==> src/rtl/fft_sdf_stage.sv <==
// Radix-2 DIF single-path delay-feedback FFT stage with a D-entry complex feedback line.
// Optional build macro FFT_SCALE_EN: halve sum and product (round-half-up) before saturation.
module fft_sdf_stage #(
    parameter int DW    = 12,
    parameter int TW    = 12,
    parameter int LOG2D = 2
) (
    input  logic                 clk,
    input  logic                 rst_n,
    input  logic                 in_valid,
    input  logic                 in_sop,
    input  logic signed [DW-1:0] in_r,
    input  logic signed [DW-1:0] in_i,
    output logic [LOG2D-1:0]     tw_idx,
    input  logic signed [TW-1:0] tw_r,
    input  logic signed [TW-1:0] tw_i,
    output logic                 out_valid,
    output logic                 out_sop,
    output logic signed [DW-1:0] out_r,
    output logic signed [DW-1:0] out_i,
    output logic                 sat_flag,
    output logic                 sync_err
);

    localparam int D  = 1 << LOG2D;
    localparam int CW = LOG2D + 1;
    localparam int SW = DW + 1;
    localparam int PW = SW + TW + 1;
    localparam logic [CW-1:0] CNT_D   = CW'(D);
    localparam logic [CW-1:0] CNT_ONE = CW'(1);

    function automatic logic signed [PW-1:0] round_prod(input logic signed [PW-1:0] p);
        logic signed [PW-1:0] half;
        logic signed [PW-1:0] rnd;
        half = '0;
        half[TW-3] = 1'b1;
        rnd = p + half;
        return rnd >>> (TW - 2);
    endfunction

    function automatic logic signed [PW-1:0] scale_half(input logic signed [PW-1:0] x);
`ifdef FFT_SCALE_EN
        logic signed [PW-1:0] one;
        logic signed [PW-1:0] t;
        one = 1;
        t = x + one;
        return t >>> 1;
`else
        return x;
`endif
    endfunction

    // Returns {clipped, value}; clipped is set when x lies outside the DW-bit signed range.
    function automatic logic [DW:0] saturate(input logic signed [PW-1:0] x);
        logic signed [PW-1:0] hi;
        logic signed [PW-1:0] lo;
        hi = {{(PW-DW+1){1'b0}}, {(DW-1){1'b1}}};
        lo = ~hi;
        if (x > hi) begin
            return {1'b1, hi[DW-1:0]};
        end else if (x < lo) begin
            return {1'b1, lo[DW-1:0]};
        end else begin
            return {1'b0, x[DW-1:0]};
        end
    endfunction

    logic [CW-1:0]        cnt_q, cnt_d;
    logic                 primed_q, primed_d;
    logic signed [DW-1:0] dl_r_q [D];
    logic signed [DW-1:0] dl_i_q [D];
    logic signed [DW-1:0] dl_r_d [D];
    logic signed [DW-1:0] dl_i_d [D];
    logic signed [DW-1:0] out_r_p1_q, out_r_p1_d;
    logic signed [DW-1:0] out_i_p1_q, out_i_p1_d;
    logic                 vld_p1_q, vld_p1_d;
    logic                 sop_p1_q, sop_p1_d;
    logic                 sat_q, sat_d;
    logic                 sync_err_q, sync_err_d;

    logic signed [DW-1:0] head_r, head_i;
    logic signed [SW-1:0] sum_r, sum_i, dif_r, dif_i;
    logic signed [PW-1:0] sum_r_x, sum_i_x;
    logic signed [PW-1:0] dr_x, di_x, wr_x, wi_x;
    logic signed [PW-1:0] prod_r, prod_i;
    logic [DW:0]          sr_s, si_s, pr_s, pi_s;
    logic                 resync, bfly;

    // Stage p0: butterfly arithmetic on the delay-line head and the incoming sample
    assign head_r = dl_r_q[D-1];
    assign head_i = dl_i_q[D-1];

    assign sum_r = {head_r[DW-1], head_r} + {in_r[DW-1], in_r};
    assign sum_i = {head_i[DW-1], head_i} + {in_i[DW-1], in_i};
    assign dif_r = {head_r[DW-1], head_r} - {in_r[DW-1], in_r};
    assign dif_i = {head_i[DW-1], head_i} - {in_i[DW-1], in_i};

    assign sum_r_x = {{(PW-SW){sum_r[SW-1]}}, sum_r};
    assign sum_i_x = {{(PW-SW){sum_i[SW-1]}}, sum_i};
    assign dr_x    = {{(PW-SW){dif_r[SW-1]}}, dif_r};
    assign di_x    = {{(PW-SW){dif_i[SW-1]}}, dif_i};
    assign wr_x    = {{(PW-TW){tw_r[TW-1]}}, tw_r};
    assign wi_x    = {{(PW-TW){tw_i[TW-1]}}, tw_i};

    assign prod_r = dr_x * wr_x - di_x * wi_x;
    assign prod_i = dr_x * wi_x + di_x * wr_x;

    assign sr_s = saturate(scale_half(sum_r_x));
    assign si_s = saturate(scale_half(sum_i_x));
    assign pr_s = saturate(scale_half(round_prod(prod_r)));
    assign pi_s = saturate(scale_half(round_prod(prod_i)));

    // A mid-frame start restarts the frame: the sample becomes fill index 0.
    assign resync = in_sop && (cnt_q != '0);
    assign bfly   = cnt_q[LOG2D] && !resync;
    assign tw_idx = cnt_q[LOG2D] ? cnt_q[LOG2D-1:0] : '0;

    always_comb begin
        cnt_d      = cnt_q;
        primed_d   = primed_q;
        dl_r_d     = dl_r_q;
        dl_i_d     = dl_i_q;
        out_r_p1_d = out_r_p1_q;
        out_i_p1_d = out_i_p1_q;
        vld_p1_d   = 1'b0;
        sop_p1_d   = 1'b0;
        sat_d      = sat_q;
        sync_err_d = 1'b0;
        if (in_valid) begin
            for (int k = D - 1; k > 0; k--) begin
                dl_r_d[k] = dl_r_q[k-1];
                dl_i_d[k] = dl_i_q[k-1];
            end
            if (bfly) begin
                dl_r_d[0]  = pr_s[DW-1:0];
                dl_i_d[0]  = pi_s[DW-1:0];
                out_r_p1_d = sr_s[DW-1:0];
                out_i_p1_d = si_s[DW-1:0];
                sat_d      = sat_q | sr_s[DW] | si_s[DW] | pr_s[DW] | pi_s[DW];
            end else begin
                dl_r_d[0]  = in_r;
                dl_i_d[0]  = in_i;
                out_r_p1_d = head_r;
                out_i_p1_d = head_i;
            end
            if (resync) begin
                cnt_d      = CNT_ONE;
                primed_d   = 1'b0;
                sync_err_d = 1'b1;
            end else begin
                cnt_d    = cnt_q + CNT_ONE;
                primed_d = primed_q | (cnt_q == CNT_D);
                sop_p1_d = (cnt_q == CNT_D);
            end
            vld_p1_d = primed_d;
        end
    end

    // Stage p1: registered output and control state
    always_ff @(posedge clk) begin
        if (!rst_n) begin
            cnt_q      <= '0;
            primed_q   <= 1'b0;
            out_r_p1_q <= '0;
            out_i_p1_q <= '0;
            vld_p1_q   <= 1'b0;
            sop_p1_q   <= 1'b0;
            sat_q      <= 1'b0;
            sync_err_q <= 1'b0;
            for (int k = 0; k < D; k++) begin
                dl_r_q[k] <= '0;
                dl_i_q[k] <= '0;
            end
        end else begin
            cnt_q      <= cnt_d;
            primed_q   <= primed_d;
            out_r_p1_q <= out_r_p1_d;
            out_i_p1_q <= out_i_p1_d;
            vld_p1_q   <= vld_p1_d;
            sop_p1_q   <= sop_p1_d;
            sat_q      <= sat_d;
            sync_err_q <= sync_err_d;
            dl_r_q     <= dl_r_d;
            dl_i_q     <= dl_i_d;
        end
    end

    assign out_r     = out_r_p1_q;
    assign out_i     = out_i_p1_q;
    assign out_valid = vld_p1_q;
    assign out_sop   = sop_p1_q;
    assign sat_flag  = sat_q;
    assign sync_err  = sync_err_q;

endmodule

==> config.mk <==
export PLATFORM = sky130hd
export DESIGN_NAME = fft_sdf_stage
export DESIGN_NICKNAME = d
export VERILOG_FILES = /design/src/rtl/fft_sdf_stage.sv
export SDC_FILE = /design/constraint.sdc
export NUM_CORES = 2
export LEC_CHECK = 0
export BUFFER_PORTS_ARGS = -buffer_cell sky130_fd_sc_hd__clkbuf_2
export CORE_MARGIN = 2
export CORE_UTILIZATION = 55
export CTS_CLUSTER_SIZE = 16
export DETAILED_ROUTE_END_ITERATION = 10
export GPL_TIMING_DRIVEN = 0
export HOLD_SLACK_MARGIN = 0.05
export PLACE_DENSITY_LB_ADDON = 0.3
export SYNTH_ARGS = -nofsm -noshare
export SYNTH_HDL_FRONTEND = slang
export SYNTH_SLANG_ARGS = --single-unit
==> constraint.sdc <==
create_clock -name clk -period 12.5 [get_ports clk]
set_input_delay 2.5 -clock clk [delete_from_list [all_inputs] [get_ports clk]]
set_output_delay 2.5 -clock clk [all_outputs]
set_load 0.005 [all_outputs]
## Word-level counts from Yosys, hierarchy flattened

Cells that the tools add are included.

- $mul: 4
- Muxes and demuxes: 16
- Add/sub/neg operators: 9
- Equal/unequal tests: 1
- Order comparisons: 8
- Bitwise operators: 7
- Reductions and logical operators: 7

Operator list:

| kind | count |
|---|---|
| $mux 13 | 8 |
| $mul 13x12->25 | 4 |
| $add 26x11->26 const B | 2 |
| $mux 12 | 4 |
| $gt 16x12->1 const B | 2 |
| $lt 16x12->1 const B | 2 |
| $add 12x12->13 | 2 |
| $add 25x25->26 | 1 |
| $gt 13x12->1 const B | 2 |
| $lt 13x12->1 const B | 2 |
| $sub 12x12->13 | 2 |
| $sub 25x25->26 | 1 |
| $or 1x1->1 | 5 |
| $reduce_and 2->1 | 2 |
| $add 3x1->3 const B | 1 |
| $eq 3x3->1 const B | 1 |
| $mux 3 | 1 |
| $reduce_bool 3->1 | 1 |
| $reduce_or 3->1 | 1 |
| $logic_and 1x1->1 | 2 |
| $mux 1 | 2 |
| $mux 2 | 1 |
| $not 1->1 | 2 |
| $logic_not 1->1 | 1 |

- Word-level logic and storage cells: 68
- Bits in registers: 128
- Input port bits: 52

## Depth between registers and ports, before layout

- Depth after elaboration: 9
- Depth in mapped cells: 40
- Gate-level depth less buffers: 37

## Worst setup path after synthesis

OpenSTA, ideal clock, no wires.

- Path kind: input port to flip-flop
- From: input port in_r[0]
- To: register sat_q, in the netlist sat_flag
- Stages on the path: 35
- Library setup time: 0.122 ns
- Path slack: 0.960 ns
- Required time: 12.378 ns
- Arrival: 11.418 ns
- Cell sequence: ha_1 fa_1 nor2b_1 o21ai_0 a21boi_1 o21ai_0 a21oi_1 o21a_1 o21ai_0 a21o_1 a21o_1 clkbuf_1 and3_1 fa_1 inv_1 fa_1 fa_1 inv_1 fa_1 fa_1 fa_1 inv_1 fa_1 inv_1 ha_1 a21oi_1 o21ai_1 a221o_1 or3_1 a21oi_1 nor3_1 or3_4 o22ai_4 or4b_1 o311a_1

- Cells in the longest elaborated chain, start to end: 9
- Elaborated cells between the ends (all ways): 24
- Classes of those cells: add/sub (6); mul (2); order compare (6); mux (6); bitwise (4)

RTL lines:

| element | RTL line | source |
|---|---|---|
| start, declared | 12 | `input logic signed [DW-1:0] in_r,` |
| $sub 12x12->13 | 95 | `assign dif_r = {head_r[DW-1], head_r} - {in_r[DW-1], in_r};` |
| $mul 13x12->25 | 105 | `assign prod_r = dr_x * wr_x - di_x * wi_x;` |
| $sub 25x25->26 | 105 |  |
| $add 26x11->26 | 37 | `rnd = p + half;` |
| $lt 16x12->1 | 61 | `end else if (x < lo) begin` |
| $mux 13 | 61 |  |
| $mux 13 | 59 | `if (x > hi) begin` |
| $or 1x1->1 | 139 | `sat_d = sat_q \| sr_s[DW] \| si_s[DW] \| pr_s[DW] \| pi_s[DW];` |
| $or 1x1->1 (*) | 139 |  |
| end signal, assigned | 181 | `sat_q <= sat_d;` |
| end, declared | 78 | `logic sat_q, sat_d;` |

Mark *: on every way between the ends. The rest lies on a longest branch, timed or not.
A chain may end at the register's enable or synchronous reset.

## Worst setup path after layout

- From: input port in_i[4]
- To: register sat_q, in the netlist sat_flag

- Cells in the longest elaborated chain, start to end: 9
- Elaborated cells between the ends (all ways): 23
- Classes of those cells: add/sub (6); mul (2); order compare (6); mux (6); bitwise (3)

RTL lines:

| element | RTL line | source |
|---|---|---|
| start, declared | 13 | `input logic signed [DW-1:0] in_i,` |
| $sub 12x12->13 | 96 | `assign dif_i = {head_i[DW-1], head_i} - {in_i[DW-1], in_i};` |
| $mul 13x12->25 | 105 |  |
| $sub 25x25->26 | 105 |  |
| $add 26x11->26 | 37 |  |
| $lt 16x12->1 | 61 |  |
| $mux 13 | 61 |  |
| $mux 13 | 59 |  |
| $or 1x1->1 | 139 |  |
| $or 1x1->1 (*) | 139 |  |

Marked as above.

==> results by group <==
Run status
  – Status: completed

Synth
  – Syn_area_per_cell: between 9 and 10 µm²
  – Number of flops mapped to enable cells by yosys: 0
  – Mapped Area: roughly 32,000 µm²
  – Synth Flop Type: dfxtp_1
  – Syn. warnings: 0
  – Syn_nets: 4,576
  – Synthesized flop and latch total: ~130
  – Synth cell types: 80
  – Sequential area share after synthesis: 7.93%
  – Gate Count Post-Synth: 3,588
  – Post-synth ARST share: 0%

Floorplan
  – Die H: ~250 µm
  – Die extent in x: 246 µm
  – Core box area: between 50,000 and 60,000 µm²
  – Die Area: between 60,000 and 70,000 µm²
  – Starting density of the core: 55.8%
  – # rows: 88
  – I/O pin count: 82

Timing
  – Setup TNS: 0 ns
  – Post-layout min period: 12.28 ns
  – Worst-margin pin slew: approximately 1.4 ns
  – Final Hold Viols: 0
  – Hold slack: between 0.4 and 0.5 ns
  – Rel. slew slack: 5.74%
  – Final slew viol count: 0
  – FMAX: 81.4 MHz
  – Worst Skew: 0.00773 ns
  – Final period util: between 90 and 100%
  – # setup viols final: 0

CTS
  – TritonCTS Sinks: 128
  – Cts hold-fix bufs: 0
  – CTS tree: built
  – TritonCTS Buffers: 17
  – CTS max path bufs: 2
  – Clk_lat worst skew: between 0.4 and 0.5 ns
  – H-tree Lvls: 4
  – Clk slew on worst S/H paths: about 0.05 ns
  – Root buf cell: clkbuf_16

Worst hold path
  – Hold Path Stages: 1
  – Hold Crit Start: primed_q
  – Hold Path End: primed_q
  – Worst hold path class: register to register

Setup path
  – Setup crit end kind: register
  – Worst Reg-to-Reg Cells: 34
  – RR Startpoint: head_i[0]
  – Most used cell, CP: inv_1
  – FF-to-FF setup slack: 1.97 ns
  – FF-to-FF End: sat_flag
  – Crit start category: input port
  – Crit path kind: input port to register
  – Worst Path Buf+Inv: 10
  – Largest delay share family, worst path: adder cells
  – Max FO, Critical Path: 10
  – Slowest CP cell: clkbuf_1
  – WP data required: 12.82 ns
  – CP peak stage delay: 0.71 ns
  – Critical Path AT: approximately 13 ns

Cells and area
  – Cell Count, Final, Fillers Out: 4,479
  – Layout area overhead: 7.10%
  – Nets: 4,679
  – Layout cells sized above 1: ~5.0%
  – Fillcell total: 5,222

Place
  – Placer congestion estimate: 1.02
  – Port Buffer Count: a little under 80
  – Post-Place Cells: 4,432
  – Final HPWL DP: 80.4 mm

Drt
  – Wirelength, routed: between 90 and 100 mm
  – Total number of vias: 25,100
  – Vias per cell: approximately 5.6
  – DRC: 0
  – DR iter-0 viols: 2,208
  – WL per Instance: 21.8 µm
  – Iteration count of the initial detailed-routing pass: 6
  – Antenna Nets Post-Route: 0

Global routing
  – Antenna violations before repair: 10
  – First-pass GRT wire length: roughly 150 mm
  – GRT overflow: 0
  – Pin count of the biggest net entering global routing: 17
  – All-Layer GR Usage: 33.4%
  – Vias in the first global route: 25,500

Run
  – Max-cap violations: 0
-- cell type report --
type | count | area, µm² | share of cell area, %
multi-input cells | 2442 | 26100 | 75.5
diodes | 10 | 25.0 | 0.0723
flip-flops and latches | 128 | 2560 | 7.40
clock inverters | 11 | 163 | 0.470
clock buffers | 21 | 450 | 1.30
inverters | 848 | 3180 | 9.20
plain buffers | 169 | 686 | 1.98
well taps | 765 | 957 | 2.77
repair buffers | 85 | 443 | 1.28
-- timing repair --
item | CTS | global route
endpoints found under the setup margin | 24 | 24
buffers inserted | 1 | 5
resized for setup | 27 | 56
pin swaps | 1 | 6
-- registers in the layout, summed over array words and instances (netlist names) --
name and count:
primed_q 1, dl_i_q 36, head_r 12, out_sop 1, sat_flag 1, dl_r_q 36
head_i 12, out_i 12, sync_err 1, out_valid 1, out_r 12, cnt_q 3
-- layout by cell type, fill, tap and decap left out, types with 10 or more instances in the layout --
cell type,netlist,routed
nand3_1,31,29
nor2_1,91,89
and2_1,230,230
a21o_1,14,14
o21ai_0,111,110
nand2_1,314,314
nor3_1,23,23
xnor2_1,79,70
a22o_1,13,13
nor2b_1,164,164
nand2b_1,45,45
a31oi_1,15,12
xor2_1,23,21
ha_1,249,249
clkbuf_16,0,17
fa_1,687,684
dfxtp_1,128,128
diode_2,0,10
clkbuf_2,0,94
and3_1,38,38
inv_1,847,846
o21bai_1,13,13
a21oi_1,76,74
o21a_1,25,25
mux2i_1,79,79
clkbuf_1,165,146
-- synthesized netlist by cell type, types with 13 or more instances --
cell | number | area share [%]
o21bai_1 | 13 | 0.30
nor2b_1 | 164 | 3.2
and2_1 | 230 | 4.5
a31oi_1 | 15 | 0.29
nor3_1 | 23 | 0.36
nand3_1 | 31 | 0.48
xor2_1 | 23 | 0.62
ha_1 | 249 | 9.6
clkbuf_1 | 165 | 1.9
inv_1 | 847 | 9.8
o21ai_0 | 111 | 1.7
dfxtp_1 | 128 | 7.9
a22o_1 | 13 | 0.35
nor2_1 | 91 | 1.1
mux2i_1 | 79 | 2.4
nand2b_1 | 45 | 0.87
and3_1 | 38 | 0.74
fa_1 | 687 | 43
a21o_1 | 14 | 0.33
a21oi_1 | 76 | 1.2
o21a_1 | 25 | 0.58
nand2_1 | 314 | 3.6
xnor2_1 | 79 | 2.1
-- metal layers --
metal / global-route usage [%] / vias up / share of wire [%]
met1: 43.6 / 12500 / 39
met3: 11.8 / 311 / 12
met5: 0 / - / 0.11
met2: 49.7 / 1264 / 43
li1: - / 11000 / -
met4: 15.8 / 10 / 6.0
-- how the worst max path moves through the flow --
stage	start	to	slack, ns	cells after the start
floorplan	in_r[0]	sat_flag	0.96	35
global placement	in_r[0]	dl_r_q[43]	-2.15	36
detailed placement	in_r[1]	dl_r_q[43]	-1.77	37
CTS	in_r[1]	sat_flag	0.01	34
global route	in_i[4]	sat_flag	-0.0002	34
finish	in_i[4]	sat_flag	0.22	35
-- metrics by stage --
stage                     utilization [%]  cell area (µm²)  worst slack (ns)
final                                59.8            34600             0.218
after global routing                 59.7            34600         -0.000234
after CTS                            59.4            34400            0.0103
after detailed placement             58.2            33700             -1.77
after global placement               58.1            33700             -2.15
after floorplan                         -            32300             0.960
-- kinds of logic (layout without fill, tap and decap cells) --
kind of cell / after synthesis / after routing / synth area share [%]
DFF: 128 / 128 / 7.93
and+or+nand+nor: 977 / 977 / 15.8
muxes: 80 / 80 / 2.48
AOI/OAI and AO/OA: 346 / 346 / 6.92
xor gates and xnor gates: 103 / 103 / 2.83
other: 0 / 10 / 0
buffers and inverters: 1018 / 1134 / 11.8
adders and majority gates: 936 / 936 / 52.2
Power is left out: the tool's default activity adds up to more than one toggle a clock period on the data nets, which glitch-free logic cannot reach.
